===== src/rtl/uart_rx_ctrl.sv =====
// uart_rx_ctrl: start/data/stop bit timing, RX byte FIFO and CPB/CFG/STATUS/RDR registers.
// Optional parity check is compiled in with `define UART_RX_PARITY_EN.
module uart_rx_ctrl #(
  parameter int FIFO_DEPTH = 8,
  parameter int CPB_W      = 16
) (
  input  logic        clk,
  input  logic        rst,
  input  logic [3:0]  bus_addr,
  input  logic        bus_we,
  input  logic        bus_re,
  input  logic [31:0] bus_wdata,
  output logic [31:0] bus_rdata,
  input  logic        rx_sync,
  input  logic [7:0]  rx_byte,
  output logic        bit_tick,
  output logic        rx_clr,
  output logic        irq
);
  // Bus: bus_we/bus_re are single-cycle strobes that are always accepted (no stall);
  // bus_rdata is registered and valid in the cycle after bus_re, 0 otherwise.
  localparam int AW = (FIFO_DEPTH > 1) ? $clog2(FIFO_DEPTH) : 1;
  localparam int CW = AW + 1;

`ifdef UART_RX_PARITY_EN
  typedef enum logic [2:0] {S_IDLE, S_HALF, S_DATA, S_PARITY, S_STOP} state_t;
`else
  typedef enum logic [2:0] {S_IDLE, S_HALF, S_DATA, S_STOP} state_t;
`endif

  state_t           state;
  logic [CPB_W-1:0] cpb, cpb_l, cnt;
  logic [2:0]       bitn;
  logic             cfg_en, cfg_irq_en;
  logic             push_pend, ovr, ferr;
  logic [7:0]       mem [FIFO_DEPTH];
  logic [AW-1:0]    wr_ptr, rd_ptr;
  logic [CW-1:0]    count;
  logic [5:0]       count6;
  logic [31:0]      status_word, rd_mux;
  logic             sel_cpb, sel_cfg, sel_sts, sel_rdr;
  logic             enabled, not_empty, full, busy, pop, flush, w1c;
  logic             stop_fire, ferr_set, ovr_set, do_push, frame_ok, flags_any;
  logic             unused_bits;

  assign sel_cpb   = (bus_addr == 4'h0);
  assign sel_cfg   = (bus_addr == 4'h4);
  assign sel_sts   = (bus_addr == 4'h8);
  assign sel_rdr   = (bus_addr == 4'hC);
  assign enabled   = cfg_en && (cpb >= CPB_W'(4));
  assign not_empty = (count != '0);
  assign full      = (count == CW'(FIFO_DEPTH));
  assign busy      = (state != S_IDLE);
  assign pop       = bus_re && sel_rdr && not_empty;
  assign flush     = bus_we && sel_cfg && bus_wdata[2];
  assign w1c       = bus_we && sel_sts;
  assign stop_fire = enabled && (state == S_STOP) && (cnt == '0);
  assign ferr_set  = stop_fire && !rx_sync;
  // A pop in the same cycle frees the slot, so a full FIFO only overflows without one.
  assign do_push   = push_pend && (!full || pop) && !flush;
  assign ovr_set   = push_pend && full && !pop && !flush;
  assign count6    = 6'(count);
  assign unused_bits = ^{bus_wdata, count6[5]};

`ifdef UART_RX_PARITY_EN
  logic cfg_par_en, cfg_odd, perr, perr_set, par_bad;
  assign perr_set  = enabled && (state == S_PARITY) && (cnt == '0) &&
                     (rx_sync != ((^rx_byte) ^ cfg_odd));
  assign frame_ok  = !par_bad;
  assign flags_any = not_empty | ovr | ferr | perr;
`else
  assign frame_ok  = 1'b1;
  assign flags_any = not_empty | ovr | ferr;
`endif

  always_ff @(posedge clk) begin
    if (rst) begin
      state     <= S_IDLE;
      cpb_l     <= '0;
      cnt       <= '0;
      bitn      <= '0;
      bit_tick  <= 1'b0;
      rx_clr    <= 1'b0;
      push_pend <= 1'b0;
`ifdef UART_RX_PARITY_EN
      par_bad   <= 1'b0;
`endif
    end else begin
      bit_tick  <= 1'b0;
      rx_clr    <= 1'b0;
      push_pend <= stop_fire && rx_sync && frame_ok;
      if (!enabled) begin
        state <= S_IDLE;
      end else begin
        case (state)
          S_IDLE: if (!rx_sync) begin
            state  <= S_HALF;
            cpb_l  <= cpb;
            cnt    <= (cpb >> 1) - 1'b1;
            rx_clr <= 1'b1;
`ifdef UART_RX_PARITY_EN
            par_bad <= 1'b0;
`endif
          end
          S_HALF: begin
            if (cnt != '0) cnt <= cnt - 1'b1;
            else if (rx_sync) state <= S_IDLE;
            else begin
              state <= S_DATA;
              cnt   <= cpb_l - 1'b1;
              bitn  <= '0;
            end
          end
          S_DATA: begin
            if (cnt != '0) cnt <= cnt - 1'b1;
            else begin
              bit_tick <= 1'b1;
              bitn     <= bitn + 1'b1;
              cnt      <= cpb_l - 1'b1;
`ifdef UART_RX_PARITY_EN
              if (bitn == 3'd7) state <= cfg_par_en ? S_PARITY : S_STOP;
`else
              if (bitn == 3'd7) state <= S_STOP;
`endif
            end
          end
`ifdef UART_RX_PARITY_EN
          S_PARITY: begin
            if (cnt != '0) cnt <= cnt - 1'b1;
            else begin
              par_bad <= perr_set;
              state   <= S_STOP;
              cnt     <= cpb_l - 1'b1;
            end
          end
`endif
          S_STOP: begin
            if (cnt != '0) cnt <= cnt - 1'b1;
            else state <= S_IDLE;
          end
          default: state <= S_IDLE;
        endcase
      end
    end
  end

  always_ff @(posedge clk) begin
    if (rst) begin
      wr_ptr <= '0;
      rd_ptr <= '0;
      count  <= '0;
    end else if (flush) begin
      wr_ptr <= '0;
      rd_ptr <= '0;
      count  <= '0;
    end else begin
      if (do_push) begin
        mem[wr_ptr] <= rx_byte;
        wr_ptr      <= wr_ptr + 1'b1;
      end
      if (pop) rd_ptr <= rd_ptr + 1'b1;
      count <= count + CW'(do_push) - CW'(pop);
    end
  end

  always_comb begin
    status_word       = '0;
    status_word[0]    = not_empty;
    status_word[1]    = full;
    status_word[2]    = ovr;
    status_word[3]    = ferr;
    status_word[4]    = busy;
    status_word[12:8] = count6[4:0];
`ifdef UART_RX_PARITY_EN
    status_word[5]    = perr;
`endif
    rd_mux = '0;
    if (sel_cpb) rd_mux[CPB_W-1:0] = cpb;
    if (sel_cfg) begin
      rd_mux[0] = cfg_en;
      rd_mux[1] = cfg_irq_en;
`ifdef UART_RX_PARITY_EN
      rd_mux[3] = cfg_par_en;
      rd_mux[4] = cfg_odd;
`endif
    end
    if (sel_sts) rd_mux = status_word;
    if (sel_rdr && not_empty) rd_mux[7:0] = mem[rd_ptr];
  end

  // Sticky flags: a set in the same cycle as a W1C wins.
  always_ff @(posedge clk) begin
    if (rst) begin
      cpb        <= '0;
      cfg_en     <= 1'b0;
      cfg_irq_en <= 1'b0;
      ovr        <= 1'b0;
      ferr       <= 1'b0;
      irq        <= 1'b0;
      bus_rdata  <= '0;
`ifdef UART_RX_PARITY_EN
      cfg_par_en <= 1'b0;
      cfg_odd    <= 1'b0;
      perr       <= 1'b0;
`endif
    end else begin
      if (bus_we && sel_cpb) cpb <= bus_wdata[CPB_W-1:0];
      if (bus_we && sel_cfg) begin
        cfg_en     <= bus_wdata[0];
        cfg_irq_en <= bus_wdata[1];
`ifdef UART_RX_PARITY_EN
        cfg_par_en <= bus_wdata[3];
        cfg_odd    <= bus_wdata[4];
`endif
      end
      ovr  <= ovr_set  | (ovr  & ~(w1c & bus_wdata[2]));
      ferr <= ferr_set | (ferr & ~(w1c & bus_wdata[3]));
`ifdef UART_RX_PARITY_EN
      perr <= perr_set | (perr & ~(w1c & bus_wdata[5]));
`endif
      irq       <= cfg_irq_en & flags_any;
      bus_rdata <= bus_re ? rd_mux : '0;
    end
  end
endmodule


===== config.mk =====
export PLATFORM = sky130hd
export DESIGN_NAME = uart_rx_ctrl
export DESIGN_NICKNAME = d
export VERILOG_FILES = /design/src/rtl/uart_rx_ctrl.sv
export SDC_FILE = /design/constraint.sdc
export NUM_CORES = 1
export LEC_CHECK = 0
export BUFFER_PORTS_ARGS = -buffer_cell sky130_fd_sc_hd__buf_2
export CAP_MARGIN = 15
export CORE_MARGIN = 5
export CORE_UTILIZATION = 59
export CTS_CLUSTER_DIAMETER = 120
export DETAILED_ROUTE_END_ITERATION = 10
export MAX_ROUTING_LAYER = met4
export PLACE_DENSITY_LB_ADDON = 0.25
export SKIP_CTS_REPAIR_TIMING = 1
export SLEW_MARGIN = 20
export SYNTH_ARGS = -nofsm -noshare
export SYNTH_HDL_FRONTEND = slang
export SYNTH_SLANG_ARGS = --single-unit

===== constraint.sdc =====
create_clock -name clk -period 3.8 [get_ports clk]
set_input_delay 0.76 -clock clk [delete_from_list [all_inputs] [get_ports clk]]
set_output_delay 0.76 -clock clk [all_outputs]
set_load 0.1 [all_outputs]

Yosys cells after proc, flatten, opt, wreduce, memory -nomap -nowiden
Memory sizes are Yosys's and may differ from the RTL's. A register that Yosys moved wholly into a read port is not among the register bits.
Cells that the tools add are included.
{"block": "totals", "ff_bits": 104, "ram_bits": 64, "n_memories": 1, "word_cells": 130, "in_bits": 49, "out_inout_bits": 35}
{"memory": "mem", "depth": 8, "width": 8, "read_ports": 1, "rd_clocked_by_memory_dff": 1, "write_ports": 1, "line": "36", "text": "logic [7:0] mem [FIFO_DEPTH];"}
{"block": "op_classes", "addsub": 8, "n_bitwise": 17, "order_cmp": 1, "n_mux": 29, "n_eq_ne": 16, "reduce_logical": 40}
{"cell": "$mux 16", "count": 5}
{"cell": "$pmux 16 s4", "count": 1}
{"cell": "$sub 16x1->16 const B", "count": 2}
{"cell": "$mux 3", "count": 10}
{"cell": "$mux 12", "count": 2}
{"cell": "$logic_and 1x1->1", "count": 17}
{"cell": "$ge 16x3->1 const B", "count": 1}
{"cell": "$logic_not 16->1", "count": 1}
{"cell": "$reduce_bool 16->1", "count": 1}
{"cell": "$sub 15x1->16 const B", "count": 1}
{"cell": "$reduce_and 5->1", "count": 3}
{"cell": "$eq 4x4->1 const B", "count": 3}
{"cell": "$ne 2x2->1 const B", "count": 6}
{"cell": "$pmux 3 s4", "count": 1}
{"cell": "$add 3x1->3 const B", "count": 3}
{"cell": "$mux 8", "count": 1}
{"cell": "$not 1->1", "count": 8}
{"cell": "$reduce_bool 4->1", "count": 2}
{"cell": "$eq 3x2->1 const B", "count": 2}
{"cell": "$mux 1", "count": 6}
{"cell": "$pmux 3 s2", "count": 1}
{"cell": "$reduce_or 2->1", "count": 3}
{"cell": "$reduce_or 3->1", "count": 2}
{"cell": "$and 1x1->1", "count": 5}
{"cell": "17 further kinds", "count": 24}

Longest topological paths before layout
Gate-level depths: netlist (run 1).
{"block": "logic_depth", "ltp_word": 10, "depth_mapped": 13, "mapped_depth_nobuf": 13}

Worst setup path after synthesis (run 1)
OpenSTA, ideal clock, no wires.
{"block": "synth_path", "path_kind": "in2reg", "start": "in bus_addr[1]", "end": "mem mem[4][0], enable pin", "arrival_ns": 2.948, "required_ns": 3.405, "cell_stages": 5, "setup_slack_ns": 0.457, "path_buffers": 0, "setup_time_ns": 0.395, "path_cell_list": "nor3b_1 nand4_1 a21oi_1 nand2_1 nor4_1"}
{"block": "synth_via", "elab_chain_cells": 10, "word_cells_on_any_way": 14, "cone_classes": "eq/ne: 2; mux: 4; reduce/logical: 8"}
{"item": "from (decl)", "line": "9", "text": "input logic [3:0] bus_addr,"}
{"item": "$eq 4x4->1", "line": "49", "text": "assign sel_rdr = (bus_addr == 4'hC);"}
{"item": "$logic_and 1x1->1 (2 in a row)", "line": "54", "text": "assign pop = bus_re && sel_rdr && not_empty;"}
{"item": "$logic_or 1x1->1", "line": "60", "text": "assign do_push = push_pend && (!full || pop) && !flush;"}
{"item": "$logic_and 1x1->1 (2 in a row)", "line": "60"}
{"item": "$mux 1", "line": "157", "text": "if (do_push) begin"}
{"item": "$mux 1 *", "line": "152", "text": "end else if (flush) begin"}
{"item": "$mux 1 *", "line": "148", "text": "if (rst) begin"}
{"item": "$mux 1 (implied by the code) *", "line": "158", "text": "mem[wr_ptr] <= rx_byte;"}
{"item": "to (decl)", "line": "36"}
Mark *: on every way between the ends. The rest lies on a longest branch, timed or not.

Final worst setup path (run 1)
{"block": "layout_path", "start": "reg cnt[0]", "end": "reg cnt[11]"}
{"block": "layout_via", "elab_chain_cells": 3, "word_cells_on_any_way": 9, "cone_classes": "add/sub: 1; eq/ne: 2; mux: 4; reduce/logical: 2"}
{"item": "from (decl)", "line": "32", "text": "logic [CPB_W-1:0] cpb, cpb_l, cnt;"}
{"item": "from (signal assigned)", "line": "99", "text": "cnt <= (cpb >> 1) - 1'b1;"}
{"item": "from (signal assigned)", "line": "106", "text": "if (cnt != '0) cnt <= cnt - 1'b1;"}
{"item": "from (signal assigned)", "line": "110", "text": "cnt <= cpb_l - 1'b1;"}
{"item": "$sub 16x1->16 / $reduce_bool 16->1 (equally long branches)", "line": "106, 115, 138"}
{"item": "$mux 16 (tied with other cells)", "line": "138", "text": "if (cnt != '0) cnt <= cnt - 1'b1;"}
{"item": "$pmux 16 s4 / $reduce_and 5->1 (equally long branches)"}
Several ways; a longest one is shown, not always the timed one. The select of a mux whose other input is x is not followed.
A chain may end at the register's enable or synchronous reset.

==> results of run 1 <==
worst paths after layout:
check            end  slack (ns)       start  cells past startpoint
max          cnt[11]        0.90      cnt[0]                      8
min reg2reg      irq        0.49  cfg_irq_en                      1
max reg2reg  cnt[11]        0.90      cnt[0]                      8
min              irq        0.49  cfg_irq_en                      1
report_power, final:
| part | switching [mW] | total, mW | internal [mW] |
|---|---|---|---|
| Sequential | 0.00541 | 1.73 | 1.72 |
| Combinational | 0.145 | 0.185 | 0.0393 |
| Clock | 0.694 | 1.68 | 0.983 |
| Total | 0.845 | 3.59 | 2.74 |
critical path: cells and delay by family, from the launching register on:
| kind | cells | cell delay [ns] |
|---|---|---|
| and+or+nand+nor | 4 | 1.81 |
| DFF | 1 | 0.34 |
| adders and majority gates | 1 | 0.20 |
| AOI/OAI and AO/OA | 2 | 0.35 |
| buffers and inverters | 1 | 0.09 |
registers in the layout, indices dropped and copies added (netlist names), named ones only:
signal	count
cpb	16
rd_ptr	3
cnt	16
ferr	1
irq	1
ovr	1
bit_tick	1
bitn	3
push_pend	1
state	2
cpb_l	16
cfg_irq_en	1
count	4
rx_clr	1
mem	64
wr_ptr	3
bus_rdata	16
cfg_en	1
per-layer routing:
metal,routed length (um),vias to the layer above,GRT usage
met5,0,-,-
met4,209,0,0.0735
met3,1270,25,0.0502
met2,8530,223,0.386
met1,7060,2675,0.326
li1,-,2597,-
placed cells by master (no fill, tap or decap), drive strengths merged, types with 13 or more instances in the layout:
cell type  instances
conb              16
buf               72
mux4              16
inv               33
nand2             67
clkbuf            18
edfxtp            64
nor2              73
xnor2             21
o21ai             13
nor3              29
dfxtp             90
ha                18
mux2i             39
xor2              19
a21oi             45
final cells by class:
cell class                 count  area (sq um)
fill                         953          4060
sequential                   154          3720
multi-input combinational    481          3420
clock buffer                  18           429
timing repair buffer          72           413
tap                          172           215
clock inverter                14           159
inverter                      26          97.6
through the flow:
stage / hold WS, ns / instances / power, mW / setup slack (ns) / util
global route: 0.508 / 937 / 3.70 / 0.783 / 0.676
global placement: 0.475 / 905 / 1.94 / 0.691 / 0.629
finish: 0.489 / 937 / 3.59 / 0.901 / 0.676
floorplan: 0.441 / 711 / 1.91 / 0.457 / -
CTS: 0.484 / 937 / 3.60 / 0.923 / 0.676
detailed placement: 0.471 / 905 / 1.95 / 0.645 / 0.629
kinds of logic after synthesis:
logic type / count (synthesis)
simple gates: 240
xor+xnor: 40
mux: 55
fa+ha+maj: 19
compound gates: 111
other cells: 1
flops: 154
buf+inv: 76
==> results.sh, run 1 <==
export IMPL_status="finished clean"
export IMPL_setup_violations=0
export IMPL_synth_fa_ha_area_frac=0.0329
export IMPL_hold_class="reg -> reg"
export IMPL_critical_path_cell_chain="inv_1, ha_1, or3b_1, or4_4, nor3_2, or3b_1, a211oi_1, a32o_1"
export IMPL_ios=84
export IMPL_yosys_area_top_type="edfxtp_1"
export IMPL_synth_edf_count=64
export IMPL_period_needed_ns=2.90
export IMPL_max_freq_mhz=345
export IMPL_syn_inst=696
export IMPL_clock_latency_ns=0.42
export IMPL_antennaDiodeCount=0
export IMPL_crit_type="reg -> reg"
export IMPL_cp_slowest_cell="or4_4"
export IMPL_synth_area_top_cells="edfxtp_1, dfxtp_1, mux2i_1"
export IMPL_ir_drop_uv=290
export IMPL_synth_seq_cells=154
export IMPL_skew_ns=0.00802
export IMPL_hpwlAfterDp_um=11900
export IMPL_max_stage_delay_ns=0.63
export IMPL_grt_pass1_vias=5342
export IMPL_syn_to_final_growth_pct=13.4
export IMPL_cts_tree="yes"
export IMPL_die_x_um=122
export IMPL_grt_max_degree=60
export IMPL_required_ns=4.11
export IMPL_dr_pass1_iters=7
export IMPL_post_drt_wl_per_cell_um=18.2
export IMPL_hold_viol_final=0
export IMPL_track_usage=0.246
export IMPL_synth_simple_gate_area_frac=0.163
export IMPL_dpl_instance_area_sq_um=7870
export IMPL_synth_top_family_by_area="simple AND/OR/NAND/NOR gates"
export IMPL_clock_sinks=154
export IMPL_cp_max_fo=10
export IMPL_drive_gt1_frac=0.190
export IMPL_io_buffers=51
export IMPL_cpMostUsedCell="or3b_1"
export IMPL_drc=0
export IMPL_grt_pass1_wl_um=27500
export IMPL_h_tree_depth=4
export IMPL_max_slew_worst_pin_slew_ns=0.896
export IMPL_overflow=0
export IMPL_floorplan_rows=41
export IMPL_leakage_nw=3.35
export IMPL_synth_top_area_share=0.258
export IMPL_initial_core_util=0.596
export IMPL_via_per_inst=5.89
export IMPL_yosysWarnings=0
export IMPL_place_congestion=0.890
export IMPL_cap_viol_max_count=0
export IMPL_cts_root_buf="clkbuf_16"
export IMPL_cts_buffers=17
export IMPL_crit_path_end_kind="flop"
export IMPL_yosysMostFrequentCell="dfxtp_1"
export IMPL_vias=5520
export IMPL_grt_setup_unrepaired="no"
export IMPL_ant_nets=0
export IMPL_syn_area_sq_um=7460
export IMPL_setup_worst_path_start_class="flop"
export IMPL_synthMuxAreaShare=0.101
export IMPL_die_height_um=122
export IMPL_synth_commonest_cells="dfxtp_1, nor2_1, nand2_1, edfxtp_1, a21oi_1"
export IMPL_cp_data_arrival_time_ns=3.21
export IMPL_fin_crit_sh=0.763
export IMPL_yosysUniqueCellTypes=66
export IMPL_yosys_most_used_dff="dfxtp_1"
export IMPL_powerDensity_nw_per_um2=424
export IMPL_antenna_found_initial=0
export IMPL_tns_ns=0
export IMPL_die_area_sq_um=15000
export IMPL_core_area_sq_um=12500
export IMPL_relSlewSlack=0.395
export IMPL_wl_um=17100
export IMPL_nets=820
export IMPL_avgSynthCellArea_sq_um=10.7
export IMPL_synthArstFlopShare=0
export IMPL_clock_path_buffers=2
export IMPL_final_area_sq_um=8460
export IMPL_drtIter0Drc=523
export IMPL_synth_seq_area_share=0.499
export IMPL_report_final_slew_viol_count=0
export IMPL_path_clk_slew_ns=0.06
export IMPL_synth_xor_area_frac=0.0470
export IMPL_synth_compound_gate_area_share=0.107
(Power assumes the default switching activity.)
==> inputs of run 2 (changes only) <==
- ABC_AREA: unset -> 1
- CORE_UTILIZATION: 59 -> 53
- clock period: 3.8 -> 2.5 ns (I/O delays scaled with it)
==> results.sh, run 2 <==
export IMPL_status="finished clean"
export IMPL_clock_path_buffers=2
export IMPL_synth_simple_gate_area_frac=0.225
export IMPL_synthArstFlopShare=0
export IMPL_yosysMostFrequentCell="nand2_1"
export IMPL_synth_seq_cells=154
export IMPL_clock_sinks=154
export IMPL_synth_top_family_by_area="simple AND/OR/NAND/NOR gates"
export IMPL_synth_top_area_share=0.248
export IMPL_clock_latency_ns=0.43
export IMPL_io_buffers=51
export IMPL_cts_root_buf="clkbuf_16"
export IMPL_cts_tree="yes"
export IMPL_setup_worst_path_start_class="flop"
export IMPL_synth_commonest_cells="nand2_1, nor2_1, inv_1, dfxtp_1"
export IMPL_dr_pass1_iters=5
export IMPL_syn_to_final_growth_pct=13.1
export IMPL_wl_um=19600
export IMPL_nets=1084
export IMPL_track_usage=0.246
export IMPL_synth_edf_count=64
export IMPL_overflow=0
export IMPL_layout_commonest_cell="nand2_1"
export IMPL_required_ns=2.80
export IMPL_skew_ns=0.00772
export IMPL_relSlewSlack=0.569
export IMPL_via_per_inst=5.46
export IMPL_antenna_found_initial=0
export IMPL_fin_crit_sh=0.928
export IMPL_floorplan_rows=44
export IMPL_max_stage_delay_ns=0.38
export IMPL_final_cell_mix="nand2_1, nor2_1, inv_1, dfxtp_1"
export IMPL_report_final_slew_viol_count=0
export IMPL_leakage_nw=3.68
export IMPL_die_area_sq_um=17200
export IMPL_crit_type="reg -> reg"
export IMPL_cap_viol_max_count=0
export IMPL_die_x_um=131
export IMPL_yosysWarnings=0
export IMPL_cp_slowest_cell="fa_1"
export IMPL_max_freq_mhz=431
export IMPL_yosys_most_used_dff="dfxtp_1"
export IMPL_setup_violations=0
export IMPL_critical_path_cell_chain="inv_1, ha_1, nor3b_4, nor2_4, nand2_4, inv_4, o21ai_4, ha_1, inv_1, ha_1, fa_1, xnor2_1, nor2_1"
export IMPL_synth_xor_area_frac=0.0215
export IMPL_hpwlAfterDp_um=14100
export IMPL_core_area_sq_um=14400
export IMPL_fin_util=0.608
export IMPL_drtIter0Drc=656
export IMPL_ant_nets=0
export IMPL_ir_drop_uv=488
export IMPL_crit_path_end_kind="flop"
export IMPL_drive_gt1_frac=0.127
export IMPL_grt_setup_unrepaired="no"
export IMPL_post_drt_wl_per_cell_um=16.1
export IMPL_ios=84
export IMPL_powerDensity_nw_per_um2=634
export IMPL_syn_inst=955
export IMPL_cpMostUsedCell="ha_1"
export IMPL_cp_data_arrival_time_ns=2.62
export IMPL_hold_class="in -> reg"
export IMPL_yosysUniqueCellTypes=44
export IMPL_grt_pass1_wl_um=31600
export IMPL_synth_area_top_cells="edfxtp_1, dfxtp_1, nand2_1"
export IMPL_drc=0
export IMPL_hold_viol_final=0
export IMPL_grt_pass1_vias=6279
export IMPL_synth_seq_area_share=0.480
export IMPL_tns_ns=0
export IMPL_h_tree_depth=4
export IMPL_max_slew_worst_pin_slew_ns=0.646
export IMPL_antennaDiodeCount=0
export IMPL_synth_compound_gate_area_share=0.137
export IMPL_cp_max_fo=4
export IMPL_synthMuxAreaShare=0.0168
export IMPL_largest_register_ffs=64
export IMPL_avgSynthCellArea_sq_um=8.12
export IMPL_cts_buffers=17
export IMPL_largest_register="mem"
export IMPL_initial_core_util=0.538
export IMPL_synth_fa_ha_area_frac=0.0316
export IMPL_period_needed_ns=2.32
export IMPL_place_congestion=0.903
export IMPL_vias=6617
export IMPL_yosys_area_top_type="edfxtp_1"
export IMPL_path_clk_slew_ns=0.07
export IMPL_die_height_um=131
export IMPL_syn_area_sq_um=7750
export IMPL_worst_slack_ns=0.180
export IMPL_grt_max_degree=42
export IMPL_dp_slack_ns=0.00682
## run 2: final timing paths
check             startpoint         to  slack (ns)  depth (start not counted)
setup / recovery    count[3]   count[2]        0.18                         13
hold reg to reg       cpb[0]     cpb[0]        0.48                          2
hold / removal    rx_byte[4]  mem[2][4]        0.36                          1
setup reg to reg    count[3]   count[2]        0.18                         13
## run 2: per-layer routing
| layer | track usage | routed length (um) | up-vias |
|---|---|---|---|
| met5 | - | 0 | - |
| met4 | 0.0913 | 542 | 0 |
| met3 | 0.0549 | 1200 | 49 |
| met2 | 0.391 | 9320 | 217 |
| li1 | - | - | 3283 |
| met1 | 0.309 | 8490 | 3068 |
## run 2: logic make-up after synthesis
group	Yosys count
multiplexers	13
buffers and inverters	156
XOR/XNOR	19
AND/OR/NAND/NOR	401
AO/OA/AOI/OAI	192
flip-flops	154
adder cells (fa/ha/maj)	19
other	1
## run 2: per-stage QoR
step	instances	hold WS [ns]	total power, mW	cell area, sq um
detailed placement	1181	0.460	3.12	8200
CTS	1212	0.335	5.58	8760
finish	1212	0.357	5.56	8770
global placement	1181	0.454	3.11	8200
floorplan	970	0.432	3.02	7810
global route	1212	0.347	5.74	8770
## run 2: power by group
group	leakage (nW)	switching [mW]	internal [mW]	total [mW]
clock	0.274	1.10	1.39	2.49
combinational	2.10	0.334	0.103	0.436
sequential	1.30	0.0105	2.62	2.63
## run 2: cell type report
class / instances / area, sq um
clock inverters: 13 / 134
clock buffers: 18 / 429
multi-input cells: 660 / 3410
well taps: 184 / 230
repair buffers: 74 / 428
inverters: 109 / 412
fillers: 1282 / 5660
flip-flops and latches: 154 / 3720
## run 2: worst max-delay path: cells and delay by family, from the launching register on
family	cells	cell delay, ns
adder cells (fa/ha/maj)	4	1.03
AND/OR/NAND/NOR	4	0.43
buffers and inverters	3	0.18
XOR/XNOR	1	0.17
flip-flops	1	0.33
AO/OA/AOI/OAI	1	0.05
==> inputs of run 3 (changes only) <==
- REMOVE_ABC_BUFFERS: unset -> 1
==> results.sh, run 3 (synthesis gave the netlist of run 2 again) <==
export IMPL_relSlewSlack=0.575
export IMPL_drc=0
export IMPL_grt_pass1_wl_um=30800
export IMPL_cts_root_buf="clkbuf_16"
export IMPL_required_ns=2.81
export IMPL_hpwlAfterDp_um=14100
export IMPL_cp_max_fo=4
export IMPL_place_congestion=0.941
export IMPL_p_clk_frac=0.459
export IMPL_cp_data_arrival_time_ns=2.65
export IMPL_power_mw=5.68
export IMPL_vias=6615
export IMPL_antenna_found_initial=0
export IMPL_clock_sinks=154
export IMPL_clock_latency_ns=0.43
export IMPL_hold_depth=3
export IMPL_setup_violations=0
export IMPL_status="finished clean"
export IMPL_period_needed_ns=2.34
export IMPL_crit_type="reg -> reg"
export IMPL_powerDensity_nw_per_um2=643
export IMPL_h_tree_depth=4
export IMPL_drtIter0Drc=739
export IMPL_worst_r2r_cell_count=13
export IMPL_hold_viol_final=0
export IMPL_post_drt_wl_per_cell_um=16.2
export IMPL_skew_ns=0.00697
export IMPL_ios=84
export IMPL_setup_worst_path_start_class="flop"
export IMPL_p_sw_mw=1.52
export IMPL_drive_gt1_frac=0.130
export IMPL_grt_pass1_vias=5856
export IMPL_cap_viol_max_count=0
export IMPL_tns_ns=0
export IMPL_die_area_sq_um=17200
export IMPL_internal_power_mw=4.16
export IMPL_cts_tree="yes"
export IMPL_clock_path_buffers=2
export IMPL_initial_core_util=0.538
export IMPL_crit_path_end_kind="flop"
export IMPL_largest_register_ffs=64
export IMPL_p_sw_frac=0.268
export IMPL_report_final_slew_viol_count=0
export IMPL_die_height_um=131
export IMPL_seq_power_share=0.464
export IMPL_track_usage=0.244
export IMPL_grt_max_degree=34
export IMPL_syn_to_final_growth_pct=13.8
export IMPL_max_slew_worst_pin_slew_ns=0.636
export IMPL_dr_pass1_iters=5
export IMPL_wl_um=19600
export IMPL_ant_nets=0
export IMPL_core_area_sq_um=14400
export IMPL_leakage_nw=3.71
export IMPL_overflow=0
export IMPL_num_fill_cells=1274
export IMPL_path_clk_slew_ns=0.07
export IMPL_via_per_inst=5.45
export IMPL_antennaDiodeCount=0
export IMPL_pwr_share_comb=0.077
export IMPL_grt_setup_unrepaired="no"
export IMPL_layout_commonest_cell="nand2_1"
export IMPL_floorplan_rows=44
export IMPL_die_x_um=131
export IMPL_max_freq_mhz=428
export IMPL_ir_drop_uv=454
export IMPL_io_buffers=51
export IMPL_largest_register="mem"
export IMPL_hold_class="in -> reg"
export IMPL_final_cell_mix="nand2_1, nor2_1, inv_1, dfxtp_1"
export IMPL_nets=1085
export IMPL_cts_buffers=17
export IMPL_fin_crit_sh=0.935
==> run 3: changes by cell type in the layout (fill, tap and decap cells not counted) <==
cell / before / now
buf_12: 0 / 1
inv_1: 102 / 103
clkinv_8: 0 / 2
clkinv_1: 4 / 3
clkbuf_1: 1 / 0
clkinvlp_4: 1 / 0
inv_2: 3 / 2
inv_8: 2 / 4
==> run 3: final cells by class <==
type / instances / area [sq um] / area share
inverter: 109 / 412 / 0.0466
sequential: 154 / 3720 / 0.422
multi-input combinational: 660 / 3410 / 0.386
clock buffer: 17 / 425 / 0.0482
tap: 184 / 230 / 0.0261
timing repair buffer: 75 / 448 / 0.0507
clock inverter: 15 / 178 / 0.0201
==> run 3: power by group through the flow <==
stage	Sequential, mW	Clock [mW]	Combinational [mW]
floorplan	2.69	0	0.300
global placement	2.69	0	0.425
detailed placement	2.69	0	0.431
CTS	2.63	2.64	0.434
global route	2.63	2.75	0.478
finish	2.63	2.61	0.440
==> run 3: path summary, 6_finish.rpt <==
| check | start | endpoint | slack [ns] |
|---|---|---|---|
| max reg2reg | count[3] | count[2] | 0.16 |
| max | count[3] | count[2] | 0.16 |
| min reg2reg | cfg_irq_en | irq | 0.46 |
| min | bus_wdata[15] | cpb[15] | 0.35 |
==> run 3: through the flow <==
stage / setup WS (ns) / util / cells / hold slack (ns) / cell area, sq um
after detailed placement: 0.0271 / 0.570 / 1182 / 0.446 / 8220
after global placement: 0.0626 / 0.570 / 1182 / 0.452 / 8220
after CTS: 0.173 / 0.612 / 1214 / 0.345 / 8820
after global routing: 0.0112 / 0.612 / 1214 / 0.355 / 8830
final: 0.162 / 0.612 / 1214 / 0.352 / 8830
after floorplan: 0.122 / - / 923 / 0.432 / 7540
==> run 3: critical path, stage by stage, from the launching register on <==
cell     delay (ns)
dfxtp_1        0.34
inv_1          0.08
ha_1           0.18
nor3b_4        0.17
nor2_4         0.11
nand2_4        0.08
inv_4          0.08
o21ai_4        0.05
ha_1           0.27
inv_1          0.04
ha_1           0.20
fa_1           0.38
xnor2_1        0.19
nor2_1         0.06
==> run 3: layer usage <==
layer,vias to the layer above,GRT usage,wire length (um)
met5,-,-,0
met3,27,0.0451,1540
met1,3066,0.356,9350
met2,234,0.340,8360
li1,3288,-,-
met4,0,0.0847,374
